## config.mk

```make
export PLATFORM = sky130hd
export DESIGN_NAME = bcd_seq_converter
export DESIGN_NICKNAME = d
export VERILOG_FILES = /design/src/rtl/bcd_seq_converter.sv
export SDC_FILE = /design/constraint.sdc
export NUM_CORES = 1
export LEC_CHECK = 0
export CAP_MARGIN = 15
export CORE_UTILIZATION = 59
export CTS_CLUSTER_DIAMETER = 100
export DETAILED_ROUTE_END_ITERATION = 8
export HOLD_SLACK_MARGIN = 0.02
export PLACE_DENSITY = 0.85
export SLEW_MARGIN = 5
export SYNTH_ARGS = -nofsm -noshare
export SYNTH_HDL_FRONTEND = slang
export SYNTH_SLANG_ARGS = --single-unit
```

## constraint.sdc

```tcl
create_clock -name CLOCK_50 -period 2.8 [get_ports CLOCK_50]
set_input_delay 0.28 -clock CLOCK_50 [delete_from_list [all_inputs] [get_ports CLOCK_50]]
set_output_delay 0.28 -clock CLOCK_50 [all_outputs]
set_load 0.02 [all_outputs]
```

## src/rtl/bcd_seq_converter.sv

```systemverilog
// Iterative double-dabble binary-to-BCD converter with a start/busy/valid handshake.
// Converts one input bit per clock and latches a coherent result for the display pager.
module bcd_seq_converter #(
  parameter int unsigned WIDTH  = 30,
  parameter int unsigned DIGITS = 9,
  parameter int unsigned CNTW   = 5
) (
  input  logic                  CLOCK_50,
  input  logic                  reset_n,
  input  logic                  start,
  input  logic [WIDTH-1:0]      data,
  output logic                  busy,
  output logic                  valid,
  output logic [4*DIGITS-1:0]   bcd,
  output logic                  overflow
);

  // One extra digit beyond the presented ones, used only to flag overflow.
  localparam int unsigned ACCW = 4 * (DIGITS + 1);
  localparam int unsigned BCDW = 4 * DIGITS;

  typedef enum logic [1:0] {IDLE, CONV, DONE} state_t;

  state_t            state, state_nxt;
  logic [ACCW-1:0]   acc, acc_nxt;
  logic [WIDTH-1:0]  sh, sh_nxt;
  logic [CNTW-1:0]   cnt, cnt_nxt;
  logic              busy_nxt, valid_nxt, overflow_nxt;
  logic [BCDW-1:0]   bcd_nxt;

  logic [ACCW-1:0]   acc_adj;
  logic [ACCW-1:0]   acc_shift;
  logic [WIDTH-1:0]  sh_shift;

  // State and output registers.
  always_ff @(posedge CLOCK_50 or negedge reset_n) begin
    if (!reset_n) begin
      state    <= IDLE;
      acc      <= '0;
      sh       <= '0;
      cnt      <= '0;
      busy     <= 1'b0;
      valid    <= 1'b0;
      bcd      <= '0;
      overflow <= 1'b0;
    end else begin
      state    <= state_nxt;
      acc      <= acc_nxt;
      sh       <= sh_nxt;
      cnt      <= cnt_nxt;
      busy     <= busy_nxt;
      valid    <= valid_nxt;
      bcd      <= bcd_nxt;
      overflow <= overflow_nxt;
    end
  end

  // One double-dabble step: add 3 to every digit >= 5, then shift in the next data bit.
  always_comb begin
    acc_adj = '0;
    for (int i = 0; i < int'(DIGITS + 1); i++) begin
      acc_adj[4*i +: 4] = (acc[4*i +: 4] >= 4'd5) ? acc[4*i +: 4] + 4'd3 : acc[4*i +: 4];
    end
    acc_shift = ACCW'({acc_adj, sh[WIDTH-1]});
    sh_shift  = {sh[WIDTH-2:0], 1'b0};
  end

  // Next-state and registered-output logic; the final iteration publishes the result
  // so the DONE cycle can already accept the next request.
  always_comb begin
    state_nxt    = state;
    acc_nxt      = acc;
    sh_nxt       = sh;
    cnt_nxt      = cnt;
    busy_nxt     = busy;
    valid_nxt    = 1'b0;
    bcd_nxt      = bcd;
    overflow_nxt = overflow;

    case (state)
      IDLE, DONE: begin
        if (start) begin
          sh_nxt    = data;
          acc_nxt   = '0;
          cnt_nxt   = '0;
          busy_nxt  = 1'b1;
          state_nxt = CONV;
        end else begin
          state_nxt = IDLE;
        end
      end
      CONV: begin
        acc_nxt = acc_shift;
        sh_nxt  = sh_shift;
        cnt_nxt = cnt + CNTW'(1);
        if (cnt == CNTW'(WIDTH - 1)) begin
          bcd_nxt      = acc_shift[BCDW-1:0];
          overflow_nxt = |acc_shift[ACCW-1 -: 4];
          valid_nxt    = 1'b1;
          busy_nxt     = 1'b0;
          state_nxt    = DONE;
        end
      end
      default: state_nxt = IDLE;
    endcase
  end

endmodule
```

==> summary.txt, run 1 <==
Crit path capture type -> register
Area grow syn2layout -> 25.6%
H-tree levels -> 4
Failing checks -> design-rule violations
Tmin final -> 2.20 ns
Clk_skew -> 0.00885 ns
Worst Path Required -> 3.19 ns
Power per standard cell area -> 1300 mW/mm2
Post-Syn Area per Cell -> 10.9 um2
Max Fclk -> 455 MHz
#FFs+latches synth -> 116
Port Buffers -> 71
Sink Count -> 116
WL per Instance -> 17.4 um
Top cell type's share of synthesized area -> 0.532
RSZ-0062 raised after global routing -> false
Die Area -> 0.00963 mm2
Initial Util -> 0.616
Storage element area -> 0.00290 mm2
Synth async-reset ratio -> 1.00
Detailed placement HPWL -> 7290 um
FP Rows -> 34
Register area share after synthesis -> 0.532
Slew Viols, Final -> 0
Number of global-route vias before repair -> 4221
Cell taking the most area after synthesis -> dfrtp_1
Hold Crit Class -> input pin to register
Inserted Clock Buffers -> 17
Routed wire length -> 12000 um
Post-Syn Instances -> 499
Final nets -> 628
DIE WIDTH -> 98.1 um
R2r worst-path depth -> 5
Metal2 WL -> 6000 um
Global-route wire length before repair -> 20200 um
Initial drt markers -> 216
Via count -> 4161
Synth Area in Compound Gates -> 0.180
Main synth FF type -> dfrtp_1
Final setup vio count -> 0
Post-synth EDFFs -> 0
CTS tree -> built
Reg clk slew, reported paths -> 0.06 ns
Largest family of logic cells by synthesized area -> compound AO/OA/AOI/OAI gates
All-Layer GR Usage -> 0.270
Inserted Diodes -> 0
Gpl congestion -> 0.787
FF-to-FF setup slack -> 0.60 ns
Area contributors post-synth -> dfrtp_1, nand2_1, ha_1
Mux cell area share after synthesis -> 0.0599
Synth warn -> 0
Layout cells sized above 1 -> 0.123
Largest net degree at the start of global routing -> 75
Worst Hold Path EP -> sh[14]
Post-DRT Antenna Nets -> 0
CTS Root Cell -> clkbuf_8
Metal-1 WL -> 5060 um
Mapped cell area -> 0.00545 mm2
RR Endpoint -> cnt[4]
Worst slew pin tran -> 0.934 ns
Met3 wire len -> 748 um
Top Layer Used -> met4
Post-Synth Simple-Gate Area -> 0.118
Syn nets -> 554
Maximum root-to-sink buffer count -> 2
Grt ovf -> 0
Vias per cell -> 6.00
Total power -> 8910 uW
Crit Path Category -> register to register
Part of the cycle the worst path needs -> 0.785
Hold Vio Cnt, Final -> 0
Drt drc -> 6
CP Max Fanout -> 40
Synth Area in XOR/XNOR -> 0.0161
Lkg Pwr -> 0.00311 uW
CP arrival -> 2.58 ns
Worst IR Drop VDD -> 699 uV
Worst hold start -> data[14]
CP startpoint -> state[0]
Post-route setup TNS -> 0 ns
Fillers -> 570
Worst-Skew Late Latency -> 0.52 ns
Post-synthesis adder-cell area fraction -> 0.0505
R2r startpoint -> state[0]
Max-Cap Viols -> 0
Status -> finished, violations left
CP Launch Type -> register
Hold path depth -> 3
Synth unique cells -> 38
Die Ht -> 98.1 um
Pre-Repair DR Iteration Count -> 7
Relative slew slack -> 0.377
Most frequent cell after synthesis -> dfrtp_1
I/O pin count -> 72
Footprint of the multi-input gates -> 0.00232 mm2
Core area -> 0.00885 mm2
Antenna violations before repair -> 0
Synth top cells by count -> dfrtp_1, nand2_1, o21ai_0, a22oi_1
stage by stage:
stage / hold slack [ns] / instance area [um2] / setup WS, ns / cells / util
CTS: 0.351 / 6830 / 0.614 / 693 / 0.771
detailed placement: 0.463 / 6220 / 0.570 / 660 / 0.703
floorplan: -0.0156 / 5450 / 1.29 / 499 / -
global route: 0.373 / 6850 / 0.490 / 694 / 0.774
global placement: 0.459 / 6220 / 0.619 / 660 / 0.703
finish: 0.362 / 6850 / 0.601 / 694 / 0.774
state kept, by name, indices dropped and copies added (netlist names):
signal and flops:
bcd 36, state 2, busy 1, overflow 1, cnt 5, acc 40, sh 30, valid 1
worst max path at each step:
stage	to	slack, ns	cells after the start
4_1_cts	overflow	0.61	5
6_report	cnt[4]	0.60	5
3_5_place_dp	acc[35]	0.57	5
3_3_place_gp	acc[35]	0.62	5
5_1_grt	overflow	0.49	5
2_1_floorplan	bcd[10]	1.29	7
worst max-delay path, cell delays in order, from the launching register on:
cell      delay [ns]
dfrtp_1         0.43
nor2b_4         0.55
buf_4           0.50
nand2_1         0.20
o211ai_1        0.24
o31ai_1         0.12
what timing repair did:
action / 4_1_cts / 5_1_grt
gates resized for setup: 0 / 0
setup buffers: 0 / 0
endpoints found under the hold margin: 72 / 0
hold buffers: 1 / 0
endpoints found under the setup margin: 0 / 0
cell usage in the layout, fill, tap and decap left out, types with 6 or more instances in the layout:
cell type	instances
dfrtp_1	116
nand2_1	91
clkdlybuf4s50_1	70
o21ai_0	35
a22oi_1	29
inv_1	22
ha_1	22
a21oi_1	19
a22o_1	18
nor3b_1	18
clkbuf_16	16
mux2_4	15
nand2b_1	12
o22ai_1	12
xnor2_1	10
a21oi_2	9
mux2i_1	9
o31ai_1	9
a32o_1	8
buf_4	8
clkinvlp_4	6
final cells by class:
cell class,count,share of cell area
Multi-Input combinational cell,334,0.339
Inverter,23,0.0126
Clock inverter,13,0.0232
Clock buffer,19,0.0630
Sequential cell,116,0.424
Timing Repair Buffer,81,0.119
Tap cell,108,0.0197
kinds of logic (layout without fill, tap and decap cells):
family,Yosys count,count (layout)
fa+ha+maj,22,22
buf+inv,49,136
compound gates,144,144
xor+xnor,10,10
flops,116,116
mux,25,25
simple gates,133,133
report_power, final:
| group | total, uW | switching (uW) | internal (uW) |
|---|---|---|---|
| Sequential | 3070 | 626 | 2440 |
| Combinational | 3700 | 1920 | 1770 |
| Clock | 2150 | 777 | 1370 |
layer usage:
| metal | global-route usage | up-vias |
|---|---|---|
| met5 | 0 | - |
| met4 | 0.126 | 0 |
| met3 | 0.0744 | 28 |
| met2 | 0.443 | 154 |
| met1 | 0.333 | 2051 |
| li1 | - | 1928 |
Power figures use the tool's default switching activity.
==> inputs of run 2 (changes only) <==
--- a/config.mk
+++ b/config.mk
@@ -6,11 +6,11 @@
 export NUM_CORES = 1
 export LEC_CHECK = 0
 export CAP_MARGIN = 15
-export CORE_UTILIZATION = 59
+export CORE_UTILIZATION = 50
 export CTS_CLUSTER_DIAMETER = 100
 export DETAILED_ROUTE_END_ITERATION = 8
 export HOLD_SLACK_MARGIN = 0.02
-export PLACE_DENSITY = 0.85
+export PLACE_DENSITY = 0.76
 export SLEW_MARGIN = 5
 export SYNTH_ARGS = -nofsm -noshare
 export SYNTH_HDL_FRONTEND = slang
==> constraint.sdc (replaced) <==
create_clock -name CLOCK_50 -period 1.95 [get_ports CLOCK_50]
set_input_delay 0.195 -clock CLOCK_50 [delete_from_list [all_inputs] [get_ports CLOCK_50]]
set_output_delay 0.195 -clock CLOCK_50 [all_outputs]
set_load 0.02 [all_outputs]
==> run 2 against run 1 <==
- the flow now finishes without violations
- clock power increased by 43%
- sequential power rose by 43%
- critical path depth grew 1
- final cell count increased by 4.5%
- setup slack worse by 0.37 ns
- critical path type unchanged
- largest power group unchanged
==> summary.txt, run 2 (same netlist as run 1, synthesis figures left out) <==
Area grow syn2layout -> 26.8% (was 25.6%)
Final WS setup -> 0.229 ns (was 0.601 ns)
RSZ-0062 raised after global routing -> false (unchanged)
All-Layer GR Usage -> 0.232 (was 0.270)
Tmin final -> 1.72 ns (was 2.20 ns)
CTS Root Cell -> clkbuf_8 (unchanged)
Die Area -> 0.0113 mm2 (was 0.00963 mm2)
Max reg flops -> 40 (unchanged)
CTS tree -> built (unchanged)
Hold Crit Class -> input pin to asynchronous set/reset pin (was input pin to register)
Grt ovf -> 0 (unchanged)
Crit path depth -> 6 (was 5)
FP Rows -> 37 (was 34)
Ordered list of cells on the worst path -> inv_1 -> ha_1 -> nand2b_1 -> a21oi_1 -> mux2_2 -> o21ai_0 (was nor2b_4 -> buf_4 -> nand2_1 -> o211ai_1 -> o31ai_1)
Post-cts resize count -> 0 (unchanged)
Fillers -> 821 (was 570)
DIE WIDTH -> 106 um (was 98.1 um)
Part of the cycle the worst path needs -> 0.882 (was 0.785)
Slowest cell on crit path -> dfrtp_1 (was nor2b_4)
Final nets -> 631 (was 628)
Bufs and invs on worst path -> 1 (unchanged)
Relative slew slack -> 0.626 (was 0.377)
Clk_skew -> 0.00716 ns (was 0.00885 ns)
Inserted Diodes -> 0 (unchanged)
Inserted Clock Buffers -> 17 (unchanged)
Layout cells sized above 1 -> 0.127 (was 0.123)
CP arrival -> 2.14 ns (was 2.58 ns)
Final Util -> 0.661 (was 0.774)
Number of global-route vias before repair -> 4253 (was 4221)
CP Launch Type -> register (unchanged)
Largest net degree at the start of global routing -> 43 (was 75)
Pre-Repair DR Iteration Count -> 6 (was 7)
H-tree levels -> 4 (unchanged)
Hold Slack -> 0.229 ns (was 0.362 ns)
Slew Viols, Final -> 0 (unchanged)
Max-Cap Viols -> 0 (unchanged)
Biggest register -> acc (unchanged)
Initial drt markers -> 182 (was 216)
Via count -> 4085 (was 4161)
Detailed placement HPWL -> 7800 um (was 7290 um)
Worst-Skew Late Latency -> 0.51 ns (was 0.52 ns)
Met2 Usage GRT -> 0.390 (was 0.443)
R2r worst-path depth -> 6 (was 5)
Global-route wire length before repair -> 20300 um (was 20200 um)
Final setup vio count -> 0 (unchanged)
Commonest non-fill, non-tap cell in the layout -> dfrtp_1 (unchanged)
Dpl ws -> 0.268 ns (was 0.570 ns)
Max Fclk -> 581 MHz (was 455 MHz)
Worst Path Required -> 2.37 ns (was 3.19 ns)
Routed wire length -> 11800 um (was 12000 um)
Slowest cell delay on critical path -> 0.40 ns (was 0.55 ns)
Drt drc -> 0 (was 6)
GRT busiest layer -> met2 (unchanged)
Commonest non-fill, non-tap cells in the layout -> dfrtp_1, nand2_1, clkdlybuf4s50_1 (unchanged)
Maximum root-to-sink buffer count -> 2 (unchanged)
Worst slew pin tran -> 0.562 ns (was 0.934 ns)
Hold Vio Cnt, Final -> 0 (unchanged)
Power per standard cell area -> 1840 mW/mm2 (was 1300 mW/mm2)
Antenna violations before repair -> 0 (unchanged)
Gpl congestion -> 0.762 (was 0.787)
Port Buffers -> 71 (unchanged)
Global Route met1 Usage -> 0.287 (was 0.333)
WL per Instance -> 16.3 um (was 17.4 um)
Met3 Resource Use GR -> 0.0582 (was 0.0744)
Largest regs -> acc: 40 flops, bcd: 36 flops, sh: 30 flops (unchanged)
Reg clk slew, reported paths -> 0.06 ns (about the same)
I/O pin count -> 72 (unchanged)
Post-route setup TNS -> 0 ns (unchanged)
Crit path capture type -> register (unchanged)
Worst IR Drop VDD -> 698 uV (was 699 uV)
Initial Util -> 0.521 (was 0.616)
Die Ht -> 106 um (was 98.1 um)
Vias per cell -> 5.63 (was 6.00)
Post-DRT Antenna Nets -> 0 (unchanged)
Lkg Pwr -> 0.00315 uW (was 0.00311 uW)
Delay-heaviest family, CP -> compound AO/OA/AOI/OAI gates (was simple AND/OR/NAND/NOR gates)
Core area -> 0.0105 mm2 (was 0.00885 mm2)
CP Max Fanout -> 4 (was 40)
Status -> finished, final reports clean (was finished, violations left)
Crit Path Category -> register to register (unchanged)
Sink Count -> 116 (unchanged)
## run 2: cell type report
cell class	instances	area, um2	area share
Timing Repair Buffer	84	846	0.122
Inverter	23	86.3	0.0125
Clock buffer	19	432	0.0624
Tap cell	136	170	0.0246
Multi-Input combinational cell	334	2320	0.335
Sequential cell	116	2900	0.420
Clock inverter	13	159	0.0230
## run 2: stage by stage
step / power [uW] / instance area (um2) / std cells
finish: 12700 / 6920 / 725
CTS: 12800 / 6920 / 725
global placement: 9300 / 6310 / 692
detailed placement: 9600 / 6310 / 692
global route: 13500 / 6920 / 725
floorplan: 7860 / 5450 / 499
## run 2: per-layer routing
layer / up-vias / routed length, um / part of all wire
met1: 2020 / 5200 / 0.44
met4: 0 / 208 / 0.018
met3: 21 / 561 / 0.048
li1: 1926 / - / -
met2: 118 / 5820 / 0.49
met5: - / 0 / 0
## run 2: power by group
group	total [uW]	switching [uW]	internal, uW	leakage, uW
combinational	5220	2670	2550	0.00143
clock	3070	1090	1970	0.000284
sequential	4400	896	3500	0.00143
## run 2: final timing paths
path | startpoint | endpoint | slack [ns]
max reg2reg | acc[32] | bcd[34] | 0.23
min in group CLOCK_50 | data[14] | sh[14] | 0.28
min | reset_n | bcd[15] | 0.23
max | acc[32] | bcd[34] | 0.23
max in group asynchronous | reset_n | sh[29] | 1.10
min reg2reg | sh[28] | sh[28] | 0.47
## run 2: timing repair
item,4_1_cts,5_1_grt
hold endpoints to repair,40,0
hold buffers,1,0
setup buffers,0,0
==> inputs of run 3 (changes only) <==
--- a/config.mk
+++ b/config.mk
@@ -6,11 +6,11 @@
 export NUM_CORES = 1
 export LEC_CHECK = 0
 export CAP_MARGIN = 15
-export CORE_UTILIZATION = 50
+export CORE_UTILIZATION = 55
 export CTS_CLUSTER_DIAMETER = 100
 export DETAILED_ROUTE_END_ITERATION = 8
 export HOLD_SLACK_MARGIN = 0.02
-export PLACE_DENSITY = 0.76
+export PLACE_DENSITY = 0.8
 export SLEW_MARGIN = 5
 export SYNTH_ARGS = -nofsm -noshare
 export SYNTH_HDL_FRONTEND = slang
==> constraint.sdc (replaced) <==
create_clock -name CLOCK_50 -period 1.65 [get_ports CLOCK_50]
set_input_delay 0.165 -clock CLOCK_50 [delete_from_list [all_inputs] [get_ports CLOCK_50]]
set_output_delay 0.165 -clock CLOCK_50 [all_outputs]
set_load 0.1 [all_outputs]
==> run 3 against run 2 <==
- critical endpoint is now bcd[21]
- hold slack lost 0.095 ns
- setup slack worse by 0.23 ns
- sequential share of layout area shrank 3.6 points
- critical path depth unchanged
==> summary.txt, run 3 (same netlist as run 1, synthesis figures left out) <==
Global-route wire length before repair -> 20700 um (was 20300 um)
Hold Vio Cnt, Final -> 0 (unchanged)
Sink Count -> 116 (unchanged)
Reg clk slew, reported paths -> 0.06 ns (about the same)
Initial Util -> 0.579 (was 0.521)
Part of the cycle the worst path needs -> 1.00 (was 0.882)
Crit path capture type -> register (unchanged)
Fin area -> 0.00756 mm2 (was 0.00692 mm2)
Worst Path Required -> 2.04 ns (was 2.37 ns)
CTS tree -> built (unchanged)
Bufs and invs on worst path -> 1 (unchanged)
Largest net degree at the start of global routing -> 49 (was 43)
Tmin final -> 1.65 ns (was 1.72 ns)
All-Layer GR Usage -> 0.268 (was 0.232)
CTS Root Cell -> clkbuf_8 (unchanged)
Die Area -> 0.0103 mm2 (was 0.0113 mm2)
Final Util -> 0.803 (was 0.661)
I/O pin count -> 72 (unchanged)
DIE WIDTH -> 102 um (was 106 um)
Post-DRT Antenna Nets -> 0 (unchanged)
Slew Viols, Final -> 0 (unchanged)
Slowest cell delay on critical path -> 0.40 ns (about the same)
Core area -> 0.00942 mm2 (was 0.0105 mm2)
Worst-Skew Late Latency -> 0.52 ns (was 0.51 ns)
Worst slew pin tran -> 0.424 ns (was 0.562 ns)
Crit Path Category -> register to register (unchanged)
Commonest non-fill, non-tap cells in the layout -> dfrtp_1, nand2_1, buf_12 (was dfrtp_1, nand2_1, clkdlybuf4s50_1)
CP arrival -> 2.04 ns (was 2.14 ns)
Routed wire length -> 13000 um (was 11800 um)
Hold Slack -> 0.134 ns (was 0.229 ns)
Area post-placement -> 0.00676 mm2 (was 0.00631 mm2)
Status -> finished, final reports clean (unchanged)
Relative slew slack -> 0.718 (was 0.626)
Final nets -> 638 (was 631)
Pre-Repair DR Iteration Count -> 5 (was 6)
Maximum root-to-sink buffer count -> 2 (unchanged)
Via count -> 4203 (was 4085)
Inserted Clock Buffers -> 17 (unchanged)
Number of global-route vias before repair -> 4336 (was 4253)
Layout cells sized above 1 -> 0.237 (was 0.127)
Grt ovf -> 0 (unchanged)
Inserted Diodes -> 0 (unchanged)
CP Max Fanout -> 3 (was 4)
Vias per cell -> 5.80 (was 5.63)
Clk_skew -> 0.00844 ns (was 0.00716 ns)
Port Buffers -> 71 (unchanged)
CP Launch Type -> register (unchanged)
Detailed placement HPWL -> 8000 um (was 7800 um)
Ordered list of cells on the worst path -> inv_1 -> ha_1 -> nand2b_1 -> a21oi_2 -> xnor2_1 -> mux2_4 (was inv_1 -> ha_1 -> nand2b_1 -> a21oi_1 -> mux2_2 -> o21ai_0)
Max reg flops -> 40 (unchanged)
FP Rows -> 35 (was 37)
Max Fclk -> 606 MHz (was 581 MHz)
Max-Cap Viols -> 0 (unchanged)
Final setup vio count -> 0 (unchanged)
Antenna violations before repair -> 0 (unchanged)
H-tree levels -> 4 (unchanged)
Drt drc -> 0 (unchanged)
WL per Instance -> 17.9 um (was 16.3 um)
Initial drt markers -> 222 (was 182)
Post-route setup TNS -> 0 ns (unchanged)
Biggest register -> acc (unchanged)
Die Ht -> 102 um (was 106 um)
Largest regs -> acc: 40 flops, bcd: 36 flops, sh: 30 flops (unchanged)
Hold Crit Class -> input pin to asynchronous set/reset pin (unchanged)
Commonest non-fill, non-tap cell in the layout -> dfrtp_1 (unchanged)
Gpl congestion -> 0.812 (was 0.762)
Area grow syn2layout -> 38.6% (was 26.8%)
Delay-heaviest family, CP -> flip-flops (was compound AO/OA/AOI/OAI gates)
Slowest cell on crit path -> dfrtp_1 (unchanged)
[run 3: stage by stage]
step                      cells  setup slack [ns]
final                       725          0.000649
after global routing        725           -0.0520
after CTS                   722           0.00784
after detailed placement    689           0.00410
after global placement      689            0.0733
after floorplan             499             0.136
[run 3: worst paths after layout]
kind	slack, ns	startpoint	depth (start not counted)	end
worst max-delay path	0.0006	acc[21]	6	bcd[21]
worst min-delay path	0.13	reset_n	2	bcd[12]
worst max register to register	0.0006	acc[21]	6	bcd[21]
worst min register to register	0.48	sh[14]	2	sh[14]
max in group asynchronous	0.93	reset_n	3	bcd[34]
min in group CLOCK_50	0.24	data[9]	3	sh[9]
[run 3: cell type report]
| cell class | instances | area (um2) |
|---|---|---|
| repair buffers | 91 | 1350 |
| flip-flops and latches | 116 | 2900 |
| well taps | 129 | 161 |
| clock inverters | 14 | 210 |
| multi-input cells | 334 | 2420 |
| clock buffers | 18 | 418 |
| fillers | 526 | 1860 |
| inverters | 23 | 91.3 |
[run 3: layer usage]
| metal | track usage | wire length (um) | vias to the layer above |
|---|---|---|---|
| li1 | - | - | 1952 |
| met4 | 0.123 | 231 | 0 |
| met2 | 0.446 | 6650 | 125 |
| met5 | 0 | 0 | - |
| met3 | 0.0814 | 751 | 23 |
| met1 | 0.321 | 5350 | 2103 |
[run 3: timing repair]
| action | 4_1_cts | 5_1_grt |
|---|---|---|
| gates cloned | 0 | 1 |
| endpoints found under the setup margin | 6 | 27 |
| resized for setup | 5 | 25 |
| hold endpoints to repair | 116 | 0 |
| pin swaps | 0 | 8 |
| hold buffers | 1 | 0 |
| setup buffers | 0 | 2 |
Power of run 3 is not shown: default switching activity piles up to over one toggle a cycle in this logic, so the estimate is an artifact.
